--- src/rtl/clock_time_core_if.sv ---
// Button inputs and display-facing outputs of the timekeeping core.
// The pm signal exists only when TWELVE_HOUR_EN is defined.
interface clock_time_core_if;
   logic       btn_mode;
   logic       btn_up;
   logic [3:0] digit3;
   logic [3:0] digit2;
   logic [3:0] digit1;
   logic [3:0] digit0;
   logic       sec_tick;
   logic       colon;
   logic [3:0] blink_mask;
`ifdef TWELVE_HOUR_EN
   logic       pm;
`endif

   // master: the clock core; slave: the button/display side
   modport master (
      input  btn_mode,
      input  btn_up,
      output digit3,
      output digit2,
      output digit1,
      output digit0,
      output sec_tick,
      output colon,
      output blink_mask
`ifdef TWELVE_HOUR_EN
      , output pm
`endif
   );

   modport slave (
      output btn_mode,
      output btn_up,
      input  digit3,
      input  digit2,
      input  digit1,
      input  digit0,
      input  sec_tick,
      input  colon,
      input  blink_mask
`ifdef TWELVE_HOUR_EN
      , input pm
`endif
   );
endinterface

--- src/rtl/clock_time_core.sv ---
// BCD hh:mm:ss clock with 1 Hz prescaler, button-driven hour/minute setting and edit blink.
// Define TWELVE_HOUR_EN for 12-hour display (12,01..11) with a pm output.
module clock_time_core #(
   parameter int unsigned TICK_DIV  = 100000000,
   parameter int unsigned BLINK_DIV = 25000000
) (
   input logic               clk,
   input logic               reset,
   clock_time_core_if.master bus
);
   localparam int unsigned TICK_W  = (TICK_DIV > 1) ? $clog2(TICK_DIV) : 1;
   localparam int unsigned BLINK_W = $clog2(2 * BLINK_DIV);
   localparam logic [TICK_W-1:0]  TICK_LAST  = TICK_W'(TICK_DIV - 1);
   localparam logic [BLINK_W-1:0] BLINK_LAST = BLINK_W'(2 * BLINK_DIV - 1);
   localparam logic [BLINK_W-1:0] BLINK_HALF = BLINK_W'(BLINK_DIV);
`ifdef TWELVE_HOUR_EN
   localparam logic [7:0] HR_RESET = 8'h12;
`else
   localparam logic [7:0] HR_RESET = 8'h00;
`endif

   typedef enum logic [1:0] {RUN = 2'd0, SET_HR = 2'd1, SET_MIN = 2'd2} state_t;

   state_t               state_q, state_d;
   logic [TICK_W-1:0]    presc_q, presc_d;
   logic [BLINK_W-1:0]   blink_q, blink_d;
   logic [7:0]           hr_q, hr_d, min_q, min_d, sec_q, sec_d;
   logic                 tick_q, tick_d, colon_q, colon_d;
   logic [3:0]           mask_q, mask_d;
   logic [1:0]           sync_mode_q, sync_up_q;
   logic                 edge_mode_q, edge_up_q;
   logic                 mode_pulse, up_pulse, tick_due, phase;
`ifdef TWELVE_HOUR_EN
   logic                 pm_q, pm_d;
`endif

   function automatic logic [7:0] bcd_inc(input logic [7:0] v);
      if (v[3:0] == 4'd9) return {v[7:4] + 4'd1, 4'd0};
      return {v[7:4], v[3:0] + 4'd1};
   endfunction

   function automatic logic [7:0] hr_inc(input logic [7:0] v);
`ifdef TWELVE_HOUR_EN
      return (v == 8'h12) ? 8'h01 : bcd_inc(v);
`else
      return (v == 8'h23) ? 8'h00 : bcd_inc(v);
`endif
   endfunction

   assign mode_pulse = sync_mode_q[1] & ~edge_mode_q;
   assign up_pulse   = sync_up_q[1] & ~edge_up_q;
   assign tick_due   = (state_q == RUN) && (presc_q == TICK_LAST);

   // Next-state, time update and output decode; mode pulses take priority over up and tick
   always_comb begin
      state_d = state_q;
      presc_d = presc_q;
      hr_d    = hr_q;
      min_d   = min_q;
      sec_d   = sec_q;
      tick_d  = 1'b0;
      colon_d = colon_q;
      mask_d  = 4'b0000;
      blink_d = (blink_q == BLINK_LAST) ? '0 : blink_q + BLINK_W'(1);
      if (mode_pulse) begin
         presc_d = '0;
         case (state_q)
            RUN: begin
               state_d = SET_HR;
               sec_d   = 8'h00;
            end
            SET_HR:  state_d = SET_MIN;
            default: state_d = RUN;
         endcase
      end else begin
         case (state_q)
            RUN: begin
               if (tick_due) begin
                  presc_d = '0;
                  tick_d  = 1'b1;
                  colon_d = ~colon_q;
                  if (sec_q == 8'h59) begin
                     sec_d = 8'h00;
                     if (min_q == 8'h59) begin
                        min_d = 8'h00;
                        hr_d  = hr_inc(hr_q);
                     end else begin
                        min_d = bcd_inc(min_q);
                     end
                  end else begin
                     sec_d = bcd_inc(sec_q);
                  end
               end else begin
                  presc_d = presc_q + TICK_W'(1);
               end
            end
            SET_HR:  if (up_pulse) hr_d = hr_inc(hr_q);
            SET_MIN: if (up_pulse) min_d = (min_q == 8'h59) ? 8'h00 : bcd_inc(min_q);
            default: state_d = RUN;
         endcase
      end
      if (state_d != RUN) colon_d = 1'b1;
      phase = (blink_d >= BLINK_HALF);
      case (state_d)
         SET_HR:  mask_d = {phase, phase, 2'b00};
         SET_MIN: mask_d = {2'b00, phase, phase};
         default: mask_d = 4'b0000;
      endcase
`ifdef TWELVE_HOUR_EN
      // 11 -> 12 is reached only by increment, by tick carry or by the up button
      pm_d = ((hr_q == 8'h11) && (hr_d == 8'h12)) ? ~pm_q : pm_q;
`endif
   end

   always_ff @(posedge clk) begin
      if (!reset) begin
         state_q     <= RUN;
         presc_q     <= '0;
         blink_q     <= '0;
         hr_q        <= HR_RESET;
         min_q       <= 8'h00;
         sec_q       <= 8'h00;
         tick_q      <= 1'b0;
         colon_q     <= 1'b0;
         mask_q      <= 4'b0000;
         sync_mode_q <= 2'b00;
         sync_up_q   <= 2'b00;
         edge_mode_q <= 1'b0;
         edge_up_q   <= 1'b0;
`ifdef TWELVE_HOUR_EN
         pm_q        <= 1'b0;
`endif
      end else begin
         state_q     <= state_d;
         presc_q     <= presc_d;
         blink_q     <= blink_d;
         hr_q        <= hr_d;
         min_q       <= min_d;
         sec_q       <= sec_d;
         tick_q      <= tick_d;
         colon_q     <= colon_d;
         mask_q      <= mask_d;
         sync_mode_q <= {sync_mode_q[0], bus.btn_mode};
         sync_up_q   <= {sync_up_q[0], bus.btn_up};
         edge_mode_q <= sync_mode_q[1];
         edge_up_q   <= sync_up_q[1];
`ifdef TWELVE_HOUR_EN
         pm_q        <= pm_d;
`endif
      end
   end

   assign bus.digit3     = hr_q[7:4];
   assign bus.digit2     = hr_q[3:0];
   assign bus.digit1     = min_q[7:4];
   assign bus.digit0     = min_q[3:0];
   assign bus.sec_tick   = tick_q;
   assign bus.colon      = colon_q;
   assign bus.blink_mask = mask_q;
`ifdef TWELVE_HOUR_EN
   assign bus.pm         = pm_q;
`endif
endmodule
--- src/flat_wrapper.sv ---
// flat-port wrapper written by rule: the top's interface ports become plain ports
module clock_time_core_flat 
#(
   parameter int unsigned TICK_DIV  = 100000000,
   parameter int unsigned BLINK_DIV = 25000000
)
  (clk, reset, bus_btn_mode, bus_btn_up, bus_digit3, bus_digit2, bus_digit1, bus_digit0, bus_sec_tick, bus_colon, bus_blink_mask);
  clock_time_core_if bus_i ();
  input logic clk;
  input logic reset;
  input wire logic [$bits(bus_i.btn_mode)-1:0] bus_btn_mode;
  input wire logic [$bits(bus_i.btn_up)-1:0] bus_btn_up;
  output wire logic [$bits(bus_i.digit3)-1:0] bus_digit3;
  output wire logic [$bits(bus_i.digit2)-1:0] bus_digit2;
  output wire logic [$bits(bus_i.digit1)-1:0] bus_digit1;
  output wire logic [$bits(bus_i.digit0)-1:0] bus_digit0;
  output wire logic [$bits(bus_i.sec_tick)-1:0] bus_sec_tick;
  output wire logic [$bits(bus_i.colon)-1:0] bus_colon;
  output wire logic [$bits(bus_i.blink_mask)-1:0] bus_blink_mask;
  assign bus_i.btn_mode = bus_btn_mode;
  assign bus_i.btn_up = bus_btn_up;
  assign bus_digit3 = bus_i.digit3;
  assign bus_digit2 = bus_i.digit2;
  assign bus_digit1 = bus_i.digit1;
  assign bus_digit0 = bus_i.digit0;
  assign bus_sec_tick = bus_i.sec_tick;
  assign bus_colon = bus_i.colon;
  assign bus_blink_mask = bus_i.blink_mask;
  clock_time_core #(.TICK_DIV(TICK_DIV), .BLINK_DIV(BLINK_DIV)) u_core (.clk(clk), .reset(reset), .bus(bus_i));
endmodule
--- config.mk ---
export PLATFORM = sky130hd
export DESIGN_NAME = clock_time_core_flat
export DESIGN_NICKNAME = d
export VERILOG_FILES = /design/src/rtl/clock_time_core_if.sv /design/src/rtl/clock_time_core.sv /design/src/flat_wrapper.sv
export SDC_FILE = /design/constraint.sdc
export NUM_CORES = 1
export LEC_CHECK = 0
export BUFFER_PORTS_ARGS = -buffer_cell sky130_fd_sc_hd__buf_4
export CORE_ASPECT_RATIO = 0.75
export CORE_MARGIN = 4
export CORE_UTILIZATION = 40
export CTS_CLUSTER_DIAMETER = 100
export DETAILED_ROUTE_END_ITERATION = 10
export SYNTH_ARGS = -nofsm -noshare
export SYNTH_HDL_FRONTEND = slang
export SYNTH_SLANG_ARGS = --single-unit
export TNS_END_PERCENT = 30
--- constraint.sdc ---
create_clock -name clk -period 2.45 [get_ports clk]
set_input_delay 0.1225 -clock clk [delete_from_list [all_inputs] [get_ports clk]]
set_output_delay 0.1225 -clock clk [all_outputs]
set_load 0.02 [all_outputs]
-- Word-level counts from Yosys, hierarchy flattened
Index checks and enable logic that the tools add are counted.
- flip-flop bits (word level): 91
- output and inout port bits: 22
- logic and storage cells: 134
- $add $sub $neg: 8
- magnitude comparators: 1
- equal/unequal tests: 22
- muxes and demuxes: 60
- bitwise operators: 8
- reductions and logical operators: 19
- operator list (cell ; number):
    2-to-1 mux 8 bit ; 24
    case mux 8 bit (2 select lines) ; 2
    2-to-1 mux 1 bit ; 28
    adder 27 x 1 -> 27 bit, second input constant ; 1
    equality test 27 bit, second input constant ; 1
    2-to-1 mux 27 bit ; 1
    adder 26 x 1 -> 26 bit, second input constant ; 1
    equality test 26 bit, second input constant ; 1
    >= comparator 26 x 25 -> 1 bit, second input constant ; 1
    2-to-1 mux 26 bit ; 1
    adder 4 x 1 -> 4 bit, second input constant ; 6
    equality test 8 x 7 -> 1 bit, second input constant ; 2
    equality test 4 bit, second input constant ; 3
    nonzero test 2 bit ; 6
    equality test 8 x 6 -> 1 bit, second input constant ; 1
    case mux 4 bit (2 select lines) ; 1
    AND reduction 8 bit ; 1
    AND reduction 7 bit ; 1
    != test 2 x 1 -> 1 bit, second input constant ; 3
    != test 2 bit, second input constant ; 3
    != test 3 x 1 -> 1 bit, second input constant ; 2
    != test 3 bit, second input constant ; 2
    NOT 1 bit ; 6
    AND reduction 3 bit ; 2
    other kinds (13) ; 18

-- Longest topological paths before layout
- depth in word-level cells: 13
- depth in mapped cells: 10
- mapped depth without buffers: 9

-- Worst setup path after synthesis
No wires, ideal clock.
- path type: register -> register
- start: reg u_core.blink_q[8]
- end: reg u_core.mask_q[2] (netlist: u_core.bus.blink_mask[2])
- arrival time: 2.505 ns
- required time: 2.363 ns
- slack: -0.142 ns
- stages on the path, launching flop included: 9
- path buffers: 1
- clock period less this slack: 2.592 ns
- cells stage by stage: dfxtp_1 clkbuf_1 nand4_1 nor4_1 nand3_1 xor2_1 nor4bb_1 nand3_1 o31ai_1
- cells in the longest elaborated chain, start to end: 4
- elaborated cells between the ends (all ways): 5
- those cells by class: add/sub: 1; order compare: 1; eq/ne: 1; mux: 2
- RTL lines (element ; RTL line ; RTL):
    start: declaration ; clock_time_core.sv:26 ; logic [BLINK_W-1:0] blink_q, blink_d;
    start signal: assignment ; clock_time_core.sv:136 ; blink_q <= blink_d;
    adder 26 x 1 -> 26 bit or equality test 26 bit (tied branches) ; clock_time_core.sv:64 ; blink_d = (blink_q == BLINK_LAST) ? '0 : blink_q + BLINK_W'(1);
    2-to-1 mux 26 bit * ; clock_time_core.sv:64 ;
    >= comparator 26 x 25 -> 1 bit * ; clock_time_core.sv:103 ; phase = (blink_d >= BLINK_HALF);
    case mux 4 bit (2 select lines) * ; clock_time_core.sv:104 ; case (state_d)
    end signal: assignment ; clock_time_core.sv:142 ; mask_q <= mask_d;
    end: declaration ; clock_time_core.sv:29 ; logic [3:0] mask_q, mask_d;
Every way passes the cells marked *; elsewhere a longest branch is shown, timed or not.
A chain may end at the register's enable or synchronous reset.

-- Worst setup path after layout
- start: reg u_core.presc_q[9]
- end: reg u_core.hr_q[1]
- cells in the longest elaborated chain, start to end: 4
- RTL lines (element ; RTL line ; RTL):
    start: declaration ; clock_time_core.sv:25 ; logic [TICK_W-1:0] presc_q, presc_d;
    start signal: assignment ; clock_time_core.sv:135 ; presc_q <= presc_d;
    equality test 27 bit ; clock_time_core.sv:52 ; assign tick_due = (state_q == RUN) && (presc_q == TICK_LAST);
    logical AND 1 bit ; clock_time_core.sv:52 ;
    != test 2 x 1 -> 1 bit (no line) ; - ;
    AND reduction 6 bit (no line) ; - ;
    end signal: assignment ; clock_time_core.sv:137 ; hr_q <= hr_d;
    end: declaration ; clock_time_core.sv:27 ; logic [7:0] hr_q, hr_d, min_q, min_d, sec_q, sec_d;
Every way passes these cells.

==> reports/summary.json <==
{
  "run_status": {"value": "finished, violations left"},
  "failed_checks": {"value": "negative setup slack"},
  "die_height": {"value": 98.5, "unit": "um"},
  "worstSkewPairLatency": {"value": 0.35, "unit": "ns"},
  "initial_utilization": {"value": 41.8, "unit": "%"},
  "power_frac_comb": {"value": 4.0, "unit": "%"},
  "share_of_synthesized_area_occupied_by_flip_flops_and_latches": {"value": 40.8, "unit": "%"},
  "synth_mux_area_share": {"value": 1.43, "unit": "%"},
  "antenna_cells": {"value": 0},
  "fp.dieArea": {"value": 0.0127, "unit": "mm2"},
  "synth-xor-area-share": {"value": 11.4, "unit": "%"},
  "reg2regPathDepth": {"value": 7},
  "post-route-worst-setup-slack": {"value": -0.0124, "unit": "ns"},
  "grt_setup_unrepaired": {"value": "yes"},
  "synth.cell_area": {"value": 0.00436, "unit": "mm2"},
  "finalSetupViolCount": {"value": 2},
  "final_layout_size_suffix_gt1_share": {"value": 19.1, "unit": "%"},
  "cts_max_level": {"value": 3},
  "finalPower": {"value": 2920, "unit": "uW"},
  "max-cap-violations": {"value": 0},
  "net-switching-power": {"value": 703, "unit": "uW"},
  "timing.critical_path.from_type": {"value": "register"},
  "period_minus_slack": {"value": 2.46, "unit": "ns"},
  "tritoncts_clock_tree": {"value": "built"},
  "post-route-cell-area": {"value": 0.00539, "unit": "mm2"},
  "placed_cell_count": {"value": 701},
  "fin_tns_setup": {"value": -0.0171, "unit": "ns"},
  "place_ws": {"value": -0.0870, "unit": "ns"},
  "std_cell_rows": {"value": 32},
  "timing_hold_violations_final": {"value": 0},
  "synth_top_family_by_area": {"value": "simple AND/OR/NAND/NOR gates"},
  "antenna_violating_nets_remaining": {"value": 0},
  "globalplace.congestion": {"value": 0.834},
  "cts-buffers-inserted": {"value": 9},
  "synth_simple_gate_area_share": {"value": 30.7, "unit": "%"},
  "postSynthCellCount": {"value": 512},
  "critical-path-slowest-cell": {"value": "or4_4"},
  "synth.ff_latch_count": {"value": 89},
  "hpwlAfterDp": {"value": 6760, "unit": "um"},
  "cts_max_path_buffers": {"value": 2},
  "final_cells": {"value": 721},
  "final_net_count": {"value": 601},
  "via_to_cell_ratio": {"value": 5.13},
  "post_dp_cell_area": {"value": 0.00501, "unit": "mm2"},
  "syn_nets": {"value": 533},
  "overflow": {"value": 0},
  "dr_total_vias": {"value": 3701},
  "floorplan.io_pins": {"value": 26},
  "max-slew-margin-rel": {"value": 54.4, "unit": "%"},
  "synth-edff-count": {"value": 0},
  "remaining_drc_errors": {"value": 0},
  "avgRoutedWirePerCell": {"value": 13.3, "unit": "um"},
  "holdPathEnd": {"value": "u_core.hr_q[0]$_SDFFE_PN0P_"},
  "synth-adder-area-share": {"value": 4.87, "unit": "%"},
  "leakagePower": {"value": 0.00217, "unit": "uW"},
  "cp_slowest_stage_delay": {"value": 0.54, "unit": "ns"},
  "dieWidth": {"value": 129, "unit": "um"},
  "netlist-cell-type-count": {"value": 52},
  "grt_antenna_before_repair": {"value": 0},
  "timing_worst_slew_pin_value": {"value": 0.683, "unit": "ns"},
  "yosysWarnings": {"value": 0},
  "timing.critical_path.to_type": {"value": "register"},
  "hold_class": {"value": "input port to register"},
  "avgSynthCellArea": {"value": 8.52, "unit": "um2"},
  "power_density": {"value": 542, "unit": "mW/mm2"},
  "timing_worst_setup_path_type": {"value": "register to register"},
  "tot_gr_track_use": {"value": 15.5, "unit": "%"},
  "ir_drop": {"value": 0.000296, "unit": "V"},
  "power.share.clock": {"value": 45.4, "unit": "%"},
  "arrival": {"value": 2.70, "unit": "ns"},
  "timing.rr.end": {"value": "u_core.hr_q[1]$_SDFFE_PN0P_"},
  "clock_sink_count": {"value": 89},
  "worst-path-max-fanout": {"value": 5},
  "pin_count_of_the_biggest_net_entering_global_routing": {"value": 26},
  "cp.required": {"value": 2.69, "unit": "ns"},
  "reg_to_reg_critical_path_startpoint": {"value": "u_core.presc_q[9]$_SDFFE_PP0P_"},
  "grt_first_pass_wirelength": {"value": 16200, "unit": "um"},
  "drt_wl_total": {"value": 9560, "unit": "um"},
  "final_number_of_max_transition_violations": {"value": 0},
  "dr.pass1.iters": {"value": 4},
  "post-route-period-util": {"value": 101, "unit": "%"},
  "power.share.sequential": {"value": 50.5, "unit": "%"},
  "postSynth.asyncResetShare": {"value": 0, "unit": "%"},
  "worst_hold_startpoint": {"value": "reset"},
  "synth-compound-area-share": {"value": 7.74, "unit": "%"},
  "worst_hold_path.num_cells": {"value": 3},
  "drt_first_iter_violations": {"value": 230},
  "syn2layout_area_growth": {"value": 23.5, "unit": "%"},
  "ys.flop_type": {"value": "dfxtp_1"},
  "power.internal": {"value": 2220, "unit": "uW"},
  "crit_path_cell_trace": {"value": "or4_4 > nor4_4 > nand4bb_2 > a2111oi_4 > buf_4 > nor2_1 > a211oi_1"},
  "timing.clock.skew": {"value": 0.0135, "unit": "ns"},
  "fp.coreArea": {"value": 0.0105, "unit": "mm2"},
  "port-buffer-count": {"value": 25},
  "switching_share": {"value": 24.1, "unit": "%"},
  "master_cell_of_the_clock_root_buffer": {"value": "clkbuf_16"},
  "grt_pass1_vias": {"value": 3486},
  "setup.reg_to_reg.worst_slack": {"value": -0.01, "unit": "ns"},
  "fmaxAchievable": {"value": 0.406, "unit": "GHz"},
  "clk_pin_slew_worst_paths": {"value": 0.07, "unit": "ns"}
}
[Yosys cell counts (3+ instances only)]
library cell | count | area, um2
and2_1 | 13 | 81.3
nor4_1 | 3 | 18.8
nor3_1 | 3 | 15.0
mux2i_1 | 4 | 40.0
or4_1 | 4 | 30.0
nand2b_1 | 4 | 25.0
nor3b_1 | 5 | 37.5
or3_1 | 8 | 50.1
and3_1 | 11 | 68.8
and3b_1 | 3 | 26.3
clkbuf_1 | 16 | 60.1
dfxtp_1 | 89 | 1780
nor2_1 | 85 | 319
nand3_1 | 31 | 155
nand4_1 | 22 | 138
nand3b_1 | 4 | 30.0
nand2_1 | 42 | 158
xor2_1 | 40 | 350
a21oi_1 | 16 | 80.1
o21ai_0 | 17 | 85.1
ha_1 | 17 | 213
inv_1 | 14 | 52.6
and4_1 | 5 | 43.8
a31oi_1 | 4 | 25.0
xnor2_1 | 17 | 149
[layout make-up]
class,count,area [um2]
inverter,14,52.6
multi-input combinational,390,2520
tap,136,170
fill,937,5060
sequential,89,1790
timing repair buffer,76,579
clock inverter,7,58.8
clock buffer,9,225
[worst max path at each step]
stage | slack, ns | to | cells after the start | startpoint
global route | -0.13 | u_core.hr_q[3]$_SDFFE_PN0P_ | 8 | u_core.presc_q[9]$_SDFFE_PP0P_
finish | -0.01 | u_core.hr_q[1]$_SDFFE_PN0P_ | 7 | u_core.presc_q[9]$_SDFFE_PP0P_
detailed placement | -0.09 | u_core.hr_q[1]$_SDFFE_PN0P_ | 7 | u_core.presc_q[19]$_SDFFE_PP0P_
floorplan | -0.06 | u_core.hr_q[7]$_SDFFE_PN0P_ | 7 | u_core.presc_q[19]$_SDFFE_PP0P_
global placement | -0.05 | u_core.hr_q[7]$_SDFFE_PN0P_ | 7 | u_core.presc_q[19]$_SDFFE_PP0P_
CTS | -0.07 | u_core.hr_q[7]$_SDFFE_PN0P_ | 7 | u_core.presc_q[12]$_SDFFE_PP0P_
[metrics by stage]
stage	hold WS (ns)	utilization, %
after floorplan	0.250	-
final	0.170	51.6
after global placement	0.334	47.9
after detailed placement	0.334	47.9
after CTS	0.165	51.2
after global routing	0.175	51.6
[power by group through the flow]
stage | combinational [uW] | sequential, uW | clock, uW
finish | 118 | 1480 | 1330
CTS | 117 | 1480 | 1370
global route | 133 | 1480 | 1430
global placement | 111 | 1510 | 0
floorplan | 66.8 | 1510 | 0
detailed placement | 114 | 1510 | 0
[logic make-up after synthesis]
kind of cell	after synthesis
buffers and inverters	33
DFF	89
adders and majority gates	17
muxes	6
AOI/OAI and AO/OA	53
xor gates and xnor gates	57
and+or+nand+nor	257
[state kept, by name, indices dropped and copies added (netlist names), 2 cells and up]
register	flops
u_core.blink_q	26
u_core.bus.blink_mask	2
u_core.hr_q	8
u_core.min_q	8
u_core.presc_q	27
u_core.sec_q	8
u_core.state_q	2
u_core.sync_mode_q	2
u_core.sync_up_q	2
[routing by layer]
| layer | GRT usage, % | vias to the layer above | share of wire (%) |
|---|---|---|---|
| li1 | - | 1906 | - |
| met1 | 22.2 | 1703 | 52 |
| met2 | 22.4 | 78 | 42 |
| met3 | 4.44 | 14 | 4.7 |
| met4 | 5.25 | 0 | 1.3 |
| met5 | 0 | - | 0 |
[what timing repair did]
action,4_1_cts,5_1_grt
setup buffers,2,0
setup endpoints to repair,10,17
hold buffers,2,0
resized for setup,8,7
gates cloned,0,0
pin swaps,7,5
hold endpoints to repair,2,0
[critical path, delay by kind of cell, from the launching register on]
family	cells	cell delay (ns)
simple gates	4	1.10
compound gates	2	0.72
flops	1	0.32
buf+inv	1	0.22
[cells in the final DEF (no fill, tap or decap), types with 3 or more instances in the layout]
cell type,n
and2_1,12
xnor2_1,16
xor2_1,40
nor3b_1,5
nand3_1,30
mux2i_1,4
buf_4,73
or4_1,4
clkbuf_16,9
a31oi_1,4
and3b_1,3
dfxtp_2,3
nand2_1,42
nor2_1,85
ha_1,17
a21oi_1,16
nand3b_1,4
o21ai_0,16
nor3_1,3
dfxtp_1,86
nand2b_1,3
or3_1,8
and4_1,5
nand4_1,22
and3_1,11
inv_1,14
Note: power is estimated with default switching activity, not from simulation.
